$ cat src/rtl/ca_seed_loader.sv
// ============================================================================
// Module      : ca_seed_loader
// Description : Fills a cellular-automaton seed row word by word, then runs
//               the CA for run_len generations and freezes the result.
//               Optional build macro: CA_SEED_LOADER_AUTORUN_EN.
// Revision    : 1.0 - initial release
// ============================================================================
`default_nettype none

module ca_seed_loader #(
    parameter int LEN = 512,
    parameter int W   = 8
) (
    input  logic           clk,
    input  logic           reset,
    input  logic           in_valid,
    input  logic [W-1:0]   in_data,
    output logic           in_ready,
    input  logic           start,
    input  logic           clear,
    input  logic [15:0]    run_len,
    input  logic [LEN-1:0] ca_q,
    output logic           load,
    output logic [LEN-1:0] data,
    output logic           busy,
    output logic           done,
    output logic [15:0]    gen_count
);

    localparam int c_NWORDS = LEN / W;
    localparam int c_CW     = (c_NWORDS > 1) ? $clog2(c_NWORDS) : 1;
    localparam logic [c_CW-1:0] c_LAST_WORD = c_CW'(c_NWORDS - 1);

    localparam logic [1:0] c_FILL  = 2'd0;
    localparam logic [1:0] c_ARMED = 2'd1;
    localparam logic [1:0] c_RUN   = 2'd2;
    localparam logic [1:0] c_DONE  = 2'd3;

    logic [1:0]      r_state;
    logic [1:0]      w_next_state;
    logic [c_CW-1:0] r_word_cnt;
    logic [LEN-1:0]  r_seed;
    logic [15:0]     r_run_len;
    logic [15:0]     r_gen_count;
    logic            r_done;

    logic w_accept;
    logic w_last_word;
    logic w_last_gen;
    logic w_run_nz;
    logic w_arm_go;
    logic w_enter_run;

    assign w_accept    = in_ready & in_valid;
    assign w_last_word = (r_word_cnt == c_LAST_WORD);
    assign w_last_gen  = ((r_gen_count + 16'd1) == r_run_len);
    assign w_run_nz    = |run_len;
    assign w_enter_run = (r_state != c_RUN) && (w_next_state == c_RUN);

`ifdef CA_SEED_LOADER_AUTORUN_EN
    assign w_arm_go = 1'b1;
`else
    assign w_arm_go = start;
`endif

    // State register
    always_ff @(posedge clk) begin
        if (reset) begin
            r_state <= c_FILL;
        end else begin
            r_state <= w_next_state;
        end
    end

    // Next-state logic; clear overrides every other transition
    always_comb begin
        w_next_state = r_state;
        case (r_state)
            c_FILL:  if (w_accept && w_last_word) w_next_state = c_ARMED;
            c_ARMED: if (w_arm_go) w_next_state = w_run_nz ? c_RUN : c_DONE;
            c_RUN:   if (w_last_gen) w_next_state = c_DONE;
            c_DONE:  if (start && w_run_nz) w_next_state = c_RUN;
            default: w_next_state = c_FILL;
        endcase
        if (clear) begin
            w_next_state = c_FILL;
        end
    end

    // Output logic
    always_comb begin
        in_ready = 1'b0;
        load     = 1'b1;
        busy     = 1'b0;
        data     = ca_q;
        case (r_state)
            c_FILL:  in_ready = 1'b1;
            c_ARMED: data = r_seed;
            c_RUN: begin
                load = 1'b0;
                busy = 1'b1;
            end
            default: ;
        endcase
    end

    always_ff @(posedge clk) begin
        if (reset || clear) begin
            r_word_cnt <= '0;
            r_seed     <= '0;
        end else if (w_accept) begin
            r_word_cnt <= w_last_word ? '0 : r_word_cnt + 1'b1;
            for (int k = 0; k < c_NWORDS; k++) begin
                if (r_word_cnt == c_CW'(k)) begin
                    r_seed[k*W +: W] <= in_data;
                end
            end
        end
    end

    // Run length is captured on RUN entry; a zero-length launch still resets the count
    always_ff @(posedge clk) begin
        if (reset) begin
            r_run_len   <= '0;
            r_gen_count <= '0;
            r_done      <= 1'b0;
        end else begin
            if (w_enter_run) begin
                r_run_len <= run_len;
            end
            if (w_enter_run || (r_state == c_ARMED && w_next_state == c_DONE)) begin
                r_gen_count <= '0;
            end else if (r_state == c_RUN) begin
                r_gen_count <= r_gen_count + 16'd1;
            end
            r_done <= (w_next_state == c_DONE) && (r_state != c_DONE);
        end
    end

    assign done      = r_done;
    assign gen_count = r_gen_count;

endmodule

`default_nettype wire

$ cat config.mk
export PLATFORM = sky130hd
export DESIGN_NAME = ca_seed_loader
export DESIGN_NICKNAME = d
export VERILOG_FILES = /design/src/rtl/ca_seed_loader.sv
export SDC_FILE = /design/constraint.sdc
export NUM_CORES = 2
export LEC_CHECK = 0
export CAP_MARGIN = 20
export CORE_AREA = 2 2 413 415
export CTS_CLUSTER_SIZE = 12
export DETAILED_ROUTE_END_ITERATION = 7
export DIE_AREA = 0 0 415 417
export GPL_TIMING_DRIVEN = 0
export HOLD_SLACK_MARGIN = 0.05
export PLACE_DENSITY = 0.38
export SLEW_MARGIN = 40
export SYNTH_ARGS = -nofsm -noshare
export SYNTH_HDL_FRONTEND = slang
export SYNTH_SLANG_ARGS = --single-unit
$ cat constraint.sdc
create_clock -name clk -period 4.7 [get_ports clk]
set_input_delay 0.705 -clock clk [delete_from_list [all_inputs] [get_ports clk]]
set_output_delay 0.705 -clock clk [all_outputs]
set_load 0.02 [all_outputs]
==> qor.csv <==
metric;value;unit
required time at the worst-slack endpoint;3.99;ns
Avg Vias per Cell;4.06;
Leak;0.0165;uW
Overflow after GRT;0;
post-CTS setup buffer count;0;
area of the die;173000;sq um
crit end category;primary output;
final std cell area, no fill;43200;sq um
clock tree root buffer cell;clkbuf_16;
via count;24989;
total length of routed wires;190;mm
kind of launch point of the worst setup path;register;
most common cell in the netlist;dfxtp_1;
final critical delay including setup and external delays;4.37;ns
Longest Clk Path Bufs;3;
Yosys warning total;0;
transition time at the pin with the least slew margin;0.844;ns
syn_area_per_cell;9.97;sq um
CTS tree;built;
Tot GR Track Use;0.211;
die height;417;um
placed cell area;40900;sq um
number of synthesized register bits;553;
sum of net half-perimeters after detailed placement;155;mm
DR WL/cell;30.9;um
Inserted Clock Buffers;71;
Yosys top cell by area;dfxtp_1;
worst-case setup slack after placement;0.705;ns
distinct cell type count after synthesis;51;
area inside the core boundary;169000;sq um
min setup slack post-route;0.325;ns
Hold Crit Class;primary input to register;
number of buffer cells added on primary ports;1063;
Max-cap violations;0;
number of fill cells in the layout;18159;
number of violations reported at the end of detailed-routing iteration 0;1345;
EDFF count, synth;0;
clock transition time at the flip-flop clock pins of the worst setup and hold paths;0.06;ns
cell with the biggest individual delay on the critical path;clkdlybuf4s50_1;
first-pass GRT wire length;245;mm
asr flop ratio synth;0;
weighted congestion reported at the end of routability-driven placement;0.858;
setup skew after layout;0.0299;ns
arrival time worst endpoint;3.67;ns
Final Max Tran Viols;0;
final layout net count;4422;
most common library cells after synthesis;dfxtp_1, mux2_2, nor2_1, mux2i_1, nand2_1;
Synth Flop Type;dfxtp_1;
largest cells by area after synthesis;dfxtp_1, mux2_2, mux2i_1;
drt pass-1 iters;8;
Synthesized Nets;3277;
final cycle utilization of the critical path;0.931;
area growth from synthesis to layout;58.7;%
initial core utilization;0.162;
final count of hold timing violations;0;
width of the die;415;um
Post-Route Utilization;0.256;
status;finished clean;
Post-DRT Antenna Nets;0;
DRC;0;
clock sink total;553;
total I/O pin count;1073;
pin count of the biggest net entering global routing;12;
maximum fanout along the worst path;10;
initial antenna violation count;53;
list of cells traversed by the critical path;inv_1 -> nand2_4 -> clkbuf_1 -> buf_2 -> mux2_2 -> clkdlybuf4s50_1;
start-to-end type of the worst setup path;register to primary output;
sequential-to-total area share from yosys stat;0.406;
delay of the slowest critical-path stage;0.73;ns
Mapped Cells;2731;
number of global-route vias before repair;25465;
number of levels the H-tree was split into;3;
final setup vio count;0;
Power per Cell Area;280;nW/um^2
Clk Latency, worst-skew pair;0.67;ns
area fraction of the dominant cell type after synthesis;0.406;
achievable frequency;229;MHz
RSZ-0062 raised after global routing;false;
total power;12100;uW
Peak supply drop;226;uV
summed instance area of the synthesized netlist;27200;sq um
relative slew slack;0.437;
fraction of final layout cells with drive strength greater than 1;0.210;
Placement Rows;151;
sequential cells by signal, indices dropped and copies added (netlist names):
name	count
done	1
gen_count	16
r_run_len	16
r_seed	512
r_state	2
r_word_cnt	6
cell type report:
type / count / area [sq um] / share of cell area
plain buffers: 221 / 1100 / 0.0254
diodes: 14 / 35.0 / 0.000811
repair buffers: 1072 / 10800 / 0.251
flip-flops and latches: 553 / 11100 / 0.256
clock buffers: 107 / 2060 / 0.0477
multi-input cells: 1949 / 15100 / 0.350
clock inverters: 19 / 188 / 0.00434
well taps: 2218 / 2780 / 0.0642
inverters: 8 / 30.0 / 0.000695
layer usage:
metal  up-vias  GRT usage  share of wire
li1      11767          -              -
met1     12215      0.251           0.41
met2       809      0.385           0.51
met3       196     0.0425          0.048
met4         2     0.0533          0.024
met5         -          0       0.000068
path summary, 6_finish.rpt:
check | start | to | slack, ns | depth (start not counted)
setup / recovery | r_state[1] | data[69] | 0.33 | 6
hold / removal | reset | r_run_len[2] | 0.31 | 2
setup reg to reg | r_word_cnt[0] | r_seed[79] | 1.71 | 6
hold reg to reg | r_seed[511] | r_seed[511] | 0.46 | 2
cells by family (layout without fill, tap and decap cells):
group	count (synthesis)	after routing	share of synthesized area
xor gates and xnor gates	38	38	0.0122
other	0	14	0
and+or+nand+nor	727	727	0.129
muxes	922	922	0.362
AOI/OAI and AO/OA	257	257	0.0493
DFF	553	553	0.406
buffers and inverters	229	1427	0.0386
adders and majority gates	5	5	0.00230
power breakdown:
group	switching, uW	total [uW]	internal, uW
Sequential	4.73	4700	4690
Clock	2320	5420	3110
Combinational	989	1960	975
Total	3310	12100	8770
worst max-delay path, delay by kind of cell (launching register included):
family,cells,cell delay [ns]
mux,1,0.40
simple gates,1,0.30
buf+inv,4,1.81
flops,1,0.49
placed cells by master, fill, tap and decap left out, drive strengths merged, types with 2 or more instances in the layout:
cell	Yosys	routed
a21oi	128	128
and3	3	3
buf	80	89
clkbuf	141	248
clkdlybuf4s50	0	1063
clkinv	0	11
clkinvlp	0	3
dfxtp	553	553
diode	0	14
ha	5	5
inv	8	12
mux2	513	513
mux2i	409	409
nand2	161	161
nand2b	7	7
nand3	44	44
nand3b	2	2
nand4	8	8
nand4b	2	2
nor2	469	469
nor2b	4	4
nor3	10	10
nor4	12	12
o2111ai	3	3
o21a	2	2
o21ai	117	117
o311ai	2	2
xnor2	26	26
xor2	12	12
stage by stage:
step / std cells / hold WS [ns] / setup TNS (ns)
2_1_floorplan: 2731 / 0.434 / 0
3_3_place_gp: 6012 / 0.454 / -7.42
3_5_place_dp: 6021 / 0.451 / 0
4_1_cts: 6147 / 0.244 / 0
5_1_grt: 6157 / 0.271 / 0
6_report: 6161 / 0.309 / 0
timing repair:
item                       in CTS  in global routing
resized for setup               2                  0
setup endpoints to repair       4                  0
hold buffers                    0                  0
Note: power is estimated with default switching activity, not from simulation.
